### src/rtl/bg_model_update.sv
// Per-pixel running-Gaussian background model kept in external SRAM.
// Each accepted pixel is read, updated and written back over a fixed 6-cycle walk.
module bg_model_update #(
    parameter int H_MAX     = 640,
    parameter int V_MAX     = 480,
    parameter int PIX_W     = 10,
    parameter int ADDR_W    = 20,
    parameter int ADDR_BASE = 0,
    parameter int ALPHA     = 4,
    parameter int VAR_INIT  = 64,
    parameter int VAR_MIN   = 16,
    parameter int TH_K      = 36
) (
    input  logic              i_clk,
    input  logic              i_rst,
    input  logic              i_valid,
    output logic              o_ready,
    input  logic              i_sof,
    input  logic [PIX_W-1:0]  i_r,
    input  logic [PIX_W-1:0]  i_g,
    input  logic [PIX_W-1:0]  i_b,
    input  logic [1:0]        i_mode,
    output logic [ADDR_W-1:0] o_sram_addr,
    output logic              o_sram_rd,
    output logic              o_sram_wr,
    output logic [15:0]       o_sram_wdata,
    input  logic [15:0]       i_sram_rdata,
    output logic              o_fg,
    output logic              o_fg_valid,
    output logic [7:0]        o_gray,
    output logic              o_frame_done
);
    typedef enum logic [2:0] {S_IDLE, S_RD_MEAN, S_RD_VAR, S_CALC, S_WR_MEAN, S_WR_VAR} state_t;

    localparam int NPIX = H_MAX * V_MAX;
    localparam int PW   = (NPIX > 1) ? $clog2(NPIX) : 1;
    localparam int GW   = PIX_W + 7;
    localparam logic [PW-1:0]        PIX_LAST = PW'(NPIX - 1);
    localparam logic signed [17:0]   VMIN     = 18'(VAR_MIN);
    localparam logic signed [17:0]   VMAX     = 18'sd65535;

    state_t             state, state_nx;
    logic [PW-1:0]      pix;
    logic               init_done;
    logic [7:0]         gray_q;
    logic [1:0]         mode_q;
    logic [15:0]        mean_q, var_q, mean_new, var_new;
    logic [GW-1:0]      gsum;
    logic [7:0]         gray_c;
    logic               mem_en;
    logic [ADDR_W-1:0]  mean_addr;

    assign gsum      = GW'(38) * GW'(i_r) + GW'(75) * GW'(i_g) + GW'(15) * GW'(i_b);
    assign gray_c    = 8'(gsum >> (PIX_W - 1));
    // FREEZE only takes effect once the model holds a full frame
    assign mem_en    = !(init_done && mode_q[1]);
    assign mean_addr = ADDR_W'(ADDR_BASE) + ADDR_W'({pix, 1'b0});

    always_ff @(posedge i_clk) begin
        if (i_rst) state <= S_IDLE;
        else       state <= state_nx;
    end

    always_comb begin
        state_nx     = state;
        o_ready      = 1'b0;
        o_sram_rd    = 1'b0;
        o_sram_wr    = 1'b0;
        o_sram_addr  = '0;
        o_sram_wdata = '0;
        o_fg_valid   = 1'b0;
        case (state)
            S_IDLE: begin
                o_ready = 1'b1;
                if (i_valid) state_nx = S_RD_MEAN;
            end
            S_RD_MEAN: begin
                o_sram_rd   = mem_en;
                o_sram_addr = mean_addr;
                state_nx    = S_RD_VAR;
            end
            S_RD_VAR: begin
                o_sram_rd   = mem_en;
                o_sram_addr = mean_addr + 1'b1;
                state_nx    = S_CALC;
            end
            S_CALC: state_nx = S_WR_MEAN;
            S_WR_MEAN: begin
                o_sram_wr    = mem_en;
                o_sram_addr  = mean_addr;
                o_sram_wdata = mean_new;
                o_fg_valid   = 1'b1;
                state_nx     = S_WR_VAR;
            end
            S_WR_VAR: begin
                o_sram_wr    = mem_en;
                o_sram_addr  = mean_addr + 1'b1;
                o_sram_wdata = var_new;
                state_nx     = S_IDLE;
            end
            default: state_nx = S_IDLE;
        endcase
    end

    logic signed [8:0]  d;
    logic signed [17:0] dx, dsq, mdiff, msum, vdiff, vsum;
    logic [15:0]        d2, mean_c, var_c;
    logic [23:0]        fg_lhs, fg_rhs;
    logic               fg_c;

    always_comb begin
        d      = $signed({1'b0, gray_q}) - $signed({1'b0, mean_q[15:8]});
        dx     = {{9{d[8]}}, d};
        dsq    = dx * dx;
        d2     = dsq[15:0];
        mdiff  = $signed({2'b00, gray_q, 8'h00}) - $signed({2'b00, mean_q});
        msum   = $signed({2'b00, mean_q}) + (mdiff >>> ALPHA);
        vdiff  = $signed({2'b00, d2}) - $signed({2'b00, var_q});
        vsum   = $signed({2'b00, var_q}) + (vdiff >>> ALPHA);
        mean_c = msum[15:0];
        if (vsum < VMIN)      var_c = 16'(VAR_MIN);
        else if (vsum > VMAX) var_c = 16'hFFFF;
        else                  var_c = vsum[15:0];
        fg_lhs = {6'b0, d2, 2'b00};
        fg_rhs = 24'(var_q) * 24'(TH_K);
        fg_c   = fg_lhs > fg_rhs;
        // until a full frame has been seen the SRAM contents are meaningless
        if (!init_done) begin
            mean_c = {gray_q, 8'h00};
            var_c  = 16'(VAR_INIT);
            fg_c   = 1'b0;
        end
        if (mode_q == 2'd0) fg_c = 1'b0;
    end

    always_ff @(posedge i_clk) begin
        if (i_rst) begin
            pix          <= '0;
            init_done    <= 1'b0;
            gray_q       <= '0;
            mode_q       <= '0;
            mean_q       <= '0;
            var_q        <= '0;
            mean_new     <= '0;
            var_new      <= '0;
            o_fg         <= 1'b0;
            o_gray       <= '0;
            o_frame_done <= 1'b0;
        end else begin
            o_frame_done <= 1'b0;
            case (state)
                S_IDLE: if (i_valid) begin
                    gray_q <= gray_c;
                    mode_q <= i_mode;
                    if (i_sof) pix <= '0;
                end
                S_RD_MEAN: mean_q <= i_sram_rdata;
                S_RD_VAR:  var_q  <= i_sram_rdata;
                S_CALC: begin
                    mean_new <= mean_c;
                    var_new  <= var_c;
                    o_fg     <= fg_c;
                    o_gray   <= gray_q;
                end
                S_WR_VAR: begin
                    if (pix == PIX_LAST) begin
                        pix          <= '0;
                        init_done    <= 1'b1;
                        o_frame_done <= 1'b1;
                    end else begin
                        pix <= pix + 1'b1;
                    end
                end
                default: ;
            endcase
        end
    end
endmodule

### config.mk
export PLATFORM = sky130hd
export DESIGN_NAME = bg_model_update
export DESIGN_NICKNAME = d
export VERILOG_FILES = /design/src/rtl/bg_model_update.sv
export SDC_FILE = /design/constraint.sdc
export NUM_CORES = 1
export LEC_CHECK = 0
export CAP_MARGIN = 15
export CORE_UTILIZATION = 60
export DETAILED_ROUTE_END_ITERATION = 16
export GPL_TIMING_DRIVEN = 1
export PLACE_DENSITY = 0.82
export SYNTH_ARGS = -nofsm -noshare
export SYNTH_HDL_FRONTEND = slang
export SYNTH_SLANG_ARGS = --single-unit
### constraint.sdc
create_clock -name i_clk -period 16.8 [get_ports i_clk]
set_input_delay 3.36 -clock i_clk [delete_from_list [all_inputs] [get_ports i_clk]]
set_output_delay 3.36 -clock i_clk [all_outputs]
set_load 0.005 [all_outputs]
==> results of run 1 <==
## cells in the final DEF (no fill, tap or decap), types with 35 or more instances in the layout
cell type        count
a21oi_1            122
and2_1              35
clkdlybuf4s50_1    100
dfxtp_1            107
fa_1               124
ha_1               197
inv_1              227
nand2_1            166
nor2_1             107
o21ai_0             36
xnor2_1             72
xor2_1              36
## tightest hold or removal path, stage by stage, from the launching register on
cell     delay, ns
dfxtp_1       0.31
nand2_1       0.05
a21oi_1       0.05
## per-layer routing
metal | wire length [um] | vias to the layer above
met3 | 1550 | 60
met5 | 0 | -
met4 | 840 | 0
met1 | 14600 | 5300
li1 | - | 5410
met2 | 14700 | 314
## worst min path at each step
| stage | endpoint |
|---|---|
| final | mean_new[4] |
| after detailed placement | var_new[15] |
| after floorplan | var_new[10] |
| after global placement | var_new[11] |
| after CTS | mean_new[4] |
| after global routing | mean_new[4] |
## stage by stage
stage                     setup WS (ns)  utilization, %
after global routing               6.12            68.2
after floorplan                    7.84               -
after detailed placement           6.90            66.7
after CTS                          6.86            68.2
final                              6.73            68.2
after global placement             7.32            66.7
## sequential cells by signal (all words and copies together) (netlist names)
register and cells:
pix 19, o_frame_done 1, o_gray 8, init_done 1
mode_q 2, var_q 16, o_fg 1, mean_q 16
gray_q 8, mean_new 16, state 3, var_new 16
## cell families (layout without fill, tap and decap cells)
logic type               after synthesis  in the layout  share of synthesized area, %
multiplexers                          14             14                          1.08
AND/OR/NAND/NOR                      457            457                          16.3
flip-flops                           107            107                          16.1
XOR/XNOR                             108            108                          7.09
AO/OA/AOI/OAI                        303            303                          14.7
adder cells (fa/ha/maj)              321            321                          37.1
buffers and inverters                272            349                          7.67
## area by class of cell
class	instances	area [um^2]	share of cell area [%]
flip-flops and latches	107	2140	14.4
multi-input cells	1203	10200	68.3
inverters	229	860	5.77
repair buffers	104	1030	6.95
well taps	280	350	2.35
clock buffers	9	225	1.51
clock inverters	7	104	0.697
==> out/qor.csv, run 1 <==
stage;metric;value;unit
floorplanning;Initial Utilization;61.1;%
sta;relative slew slack;24.9;%
synth;Synthesis Warnings;0;
clocking;Hold-fix buffers, CTS;0;
synth;Yosys reg bits;107;
critical_path;WS Path Type;reg2reg;
synth;most common cell in the synthesized netlist;inv_1;
clocking;clock buffer count from CTS;9;
placed_design;gpl congestion;0.922;
synth;ys flop type;dfxtp_1;
placed_design;dpl hpwl;26.3;mm
critical_path;origin of the worst setup path;gray_q[0];
synth;post-synth top area share;18.6;%
clocking;Clock Latency Late Sink;0.37;ns
floorplanning;Die W;151;um
global_route;global-route wire length before repair;52.2;mm
clocking;post-CTS resize count;0;
critical_path;worst path bufs/invs;6;
global_route;busiest grt layer;met2;
floorplanning;Ports;102;
cells_and_area;fin area;14900;um^2
global_route;grt met3 use;2.80;%
clocking;Post-CTS Setup Inserts;0;
critical_path;WP data arrival;10.31;ns
synth;average size of a mapped cell;8.43;um^2
sta;final hold violation count;0;
clocking;Reg clk slew, reported paths;0.09;ns
routing;WL/cell;16.3;um
floorplanning;die area;22800;um^2
synth;top post-synthesis cells by area;fa_1 19%, ha_1 18%, dfxtp_1 16%, inv_1 6.4%, xnor2_1 4.7%;
global_route;met1 usage;41.0;%
critical_path;Worst R2R End;var_new[0];
clocking;clock root buffer;clkbuf_16;
placed_design;DP Area;14500;um^2
cells_and_area;layout cells sized above 1;2.65;%
routing;DRT Wirelength;31.6;mm
cells_and_area;diode count;0;
synth;register area share after synthesis;16.1;%
synth;asr flop ratio synth;0;%
placed_design;Placed Instances;1922;
outcome;status;finished, final reports clean;
critical_path;critical path launch point type;register;
critical_path;critical-path maximum fanout;8;
sta;Fmax;0.0993;GHz
synth;Mapped Cells;1582;
floorplanning;core area;21800;um^2
synth;EDFF count, synth;0;
critical_path;CP max-delay cell;fa_1;
synth;Unique masters post-synth;73;
cells_and_area;fin nets;2027;
routing;number of remaining DRC errors;0;
worst_hold_path;min-delay src;mean_new[4];
clocking;CTS H-Tree Depth;3;
critical_path;Crit path required time;17.04;ns
sta;Tmin final;10.07;ns
synth;Synth top cells by count;227 x inv_1, 197 x ha_1, 166 x nand2_1, 124 x fa_1, 122 x a21oi_1;
synth;leading area contributor after synthesis;fa_1;
sta;RSZ-0062 raised after global routing;false;
critical_path;Worst Setup End Kind;register;
flow_run;MaxCap Viol Count;0;
global_route;vias in the first global route;10800;
synth;Post-Syn Area;13300;um^2
sta;Slew @ Worst Pin;1.12;ns
global_route;GRT Total Usage;29.1;%
sta;fin crit share;59.9;%
clocking;CTS max path bufs;2;
worst_hold_path;Hold/Removal Path Class;reg2reg;
critical_path;R2R Setup Slk;6.73;ns
floorplanning;Die Y;151;um
critical_path;max incr delay on CP;0.58;ns
routing;Antenna Nets Post-Route;0;
clocking;Clock Sinks;107;
cells_and_area;Fill cells;1752;
critical_path;CP delay by family, top;adder cells;
cells_and_area;fin cells;1939;
critical_path;Worst setup endpoint;var_new[0];
critical_path;R2R depth;44;
critical_path;Crit path depth;44;
sta;hold_ws;0.453;ns
placed_design;I/O Buffers;101;
worst_hold_path;hold path cells;2;
sta;setup tns final;0;ns
global_route;largest net degree at the start of global routing;77;
critical_path;CP dominant cell by count;inv_1;
sta;setup violators final;0;
routing;Vias/cell;5.72;
cells_and_area;P&R area growth vs syn;11.7;%
routing;Vias;11100;
global_route;antenna violations before repair;0;
sta;Final Max Slew Viols;0;
sta;clock skew;0.0139;ns
global_route;GRT met2 Usage;46.9;%
synth;Syn Nets;1955;
routing;TritonRoute pass-1 iters;5;
global_route;grt total ovfl;0;
critical_path;reg-to-reg startpoint;gray_q[0];
floorplanning;row count;54;
clocking;TritonCTS clock tree;yes;
routing;initial DRC count;697;
Power of run 1 is not shown: default switching activity piles up to over one toggle a cycle in this logic, so the estimate is an artifact.
==> inputs of run 2 (changes only) <==
Clock period 16.8 ns to 10.2 ns, I/O delays scaled along.
==> run 2 against run 1 <==
Net effect:
- final cell count up 0.31%
- non-clock buffer count up 6
- cell area up 0.43%
- fmax up 5.0%
- sequential share of layout area down 0.061 points
- critical path type unchanged
==> out/qor.csv, run 2 (same netlist as run 1, synthesis figures left out) <==
stage;metric;value;unit;change
outcome;status;finished, final reports clean;;
clocking;Clock Sinks;107;;unchanged
floorplanning;die area;22800;um^2;unchanged
global_route;GRT Total Usage;29.4;%;+0.27 points
clocking;CTS H-Tree Depth;3;;unchanged
critical_path;reg-to-reg startpoint;gray_q[0];;
global_route;grt total ovfl;0;;unchanged
flow_run;MaxCap Viol Count;0;;unchanged
global_route;global-route wire length before repair;52.5;mm;+0.61%
placed_design;I/O Buffers;101;;unchanged
routing;Antenna Nets Post-Route;0;;unchanged
critical_path;WS Path Type;reg2reg;;
sta;final hold violation count;0;;unchanged
routing;WL/cell;16.6;um;+1.5%
placed_design;dpl hpwl;26.7;mm;+1.6%
floorplanning;core area;21800;um^2;unchanged
critical_path;WP data arrival;9.83;ns;-0.48 ns
floorplanning;Die Y;151;um;unchanged
critical_path;Worst Setup End Kind;register;;
sta;Tmin final;9.59;ns;-0.482 ns
critical_path;Crit path required time;10.44;ns;-6.60 ns
cells_and_area;Fill cells;1814;;+3.5%
cells_and_area;fin nets;2033;;+0.30%
cells_and_area;most common cell after layout, fill and taps aside;inv_1;;
cells_and_area;commonest non-fill, non-tap cells in the layout;227 x inv_1, 196 x ha_1, 166 x nand2_1, 124 x fa_1, 122 x a21oi_1;;
routing;number of remaining DRC errors;0;;unchanged
clocking;clock buffer count from CTS;9;;unchanged
critical_path;critical path launch point type;register;;
critical_path;R2R Setup Slk;0.61;ns;-6.12 ns
sta;fin crit share;94.0;%;+34 points
critical_path;critical-path maximum fanout;6;;-2
clocking;clock root buffer;clkbuf_16;;
floorplanning;row count;54;;unchanged
cells_and_area;P&R area growth vs syn;12.2;%;
clocking;CTS max path bufs;2;;unchanged
clocking;Reg clk slew, reported paths;0.09;ns;about the same
placed_design;gpl congestion;0.946;;+2.7%
sta;Fmax;0.104;GHz;+5.0%
sta;setup violators final;0;;unchanged
worst_hold_path;Hold/Removal Path Class;reg2reg;;
routing;TritonRoute pass-1 iters;5;;unchanged
worst_hold_path;hold path cells;2;;unchanged
cells_and_area;layout cells sized above 1;3.36;%;+0.71 points
sta;relative slew slack;29.5;%;+4.6 points
critical_path;R2R depth;45;;+2.3%
sta;RSZ-0062 raised after global routing;false;;
critical_path;Worst R2R End;var_new[2];;
routing;Vias/cell;5.70;;-0.30%
cells_and_area;Biggest register;pix;;
critical_path;max incr delay on CP;0.59;ns;about the same
routing;Vias;11100;;+0.0090%
sta;setup tns final;0;ns;unchanged
floorplanning;Ports;102;;unchanged
clocking;TritonCTS clock tree;yes;;
cells_and_area;Largest register FFs;19;;unchanged
global_route;vias in the first global route;11000;;+1.1%
routing;DRT Wirelength;32.2;mm;+1.8%
worst_hold_path;min-delay src;var_new[1];;
routing;initial DRC count;571;;-18%
critical_path;CP max-delay cell;fa_1;;
floorplanning;Die W;151;um;unchanged
global_route;antenna violations before repair;0;;unchanged
global_route;largest net degree at the start of global routing;77;;unchanged
floorplanning;Initial Utilization;61.1;%;unchanged
worst_hold_path;Worst Hold End;var_new[1];;
cells_and_area;diode count;0;;unchanged
clocking;Clock Latency Late Sink;0.37;ns;about the same
sta;clock skew;0.0111;ns;-0.00277 ns
sta;Final Max Slew Viols;0;;unchanged
sta;Slew @ Worst Pin;1.05;ns;-0.0657 ns
-- run 2: changes by cell type in the layout (fill, tap and decap cells not counted), sizes merged --
cell,previous run,this run
clkinvlp,0,1
clkbuf,10,9
buf,3,10
inv,231,230
-- run 2: through the flow --
step	utilization (%)	cell area (um^2)	setup slack (ns)	cells	hold slack (ns)
2_1_floorplan	-	13300	1.24	1582	0.425
3_3_place_gp	66.8	14600	0.706	1925	0.441
3_5_place_dp	66.8	14600	0.389	1925	0.443
4_1_cts	68.2	14900	0.228	1941	0.461
5_1_grt	68.5	15000	0.00364	1945	0.479
6_report	68.5	15000	0.612	1945	0.462
-- run 2: worst max-delay path by stage --
stage	from	endpoint	slack, ns	cells past startpoint
final	gray_q[0]	var_new[2]	0.61	45
after global routing	gray_q[0]	var_new[2]	0.004	43
after CTS	gray_q[0]	var_new[2]	0.23	44
after detailed placement	gray_q[0]	var_new[2]	0.39	44
after global placement	gray_q[0]	var_new[0]	0.71	44
after floorplan	gray_q[0]	var_new[2]	1.24	44
-- run 2: final cells by class --
| class | instances | area (um^2) | share of cell area, % |
|---|---|---|---|
| inverters | 229 | 860 | 5.75 |
| flip-flops and latches | 107 | 2140 | 14.3 |
| repair buffers | 110 | 1070 | 7.18 |
| multi-input cells | 1203 | 10200 | 68.3 |
| clock inverters | 7 | 92.6 | 0.619 |
| well taps | 280 | 350 | 2.34 |
| clock buffers | 9 | 225 | 1.51 |
-- run 2: layer usage --
layer  up-vias  global-route usage, %  share of wire, %
li1       5427                      -                 -
met2       289                   48.9                47
met4         0                   9.15               2.5
met3        56                   2.86               4.3
met1      5313                   40.2                46
met5         -                      0                 0
-- run 2: timing repair --
action,in CTS,in global routing
buffers inserted,0,2
resized for setup,0,10
endpoints found under the setup margin,0,16
hold buffers,0,0
-- run 2: worst max-delay path: cells and delay by family, from the launching register on --
| family | cells | cell delay, ns |
|---|---|---|
| adders and majority gates | 10 | 3.86 |
| muxes | 1 | 0.08 |
| AOI/OAI and AO/OA | 11 | 2.15 |
| buffers and inverters | 7 | 0.55 |
| and+or+nand+nor | 12 | 1.60 |
| DFF | 1 | 0.37 |
| xor gates and xnor gates | 4 | 0.85 |
Power of run 2 is left out for the same reason.
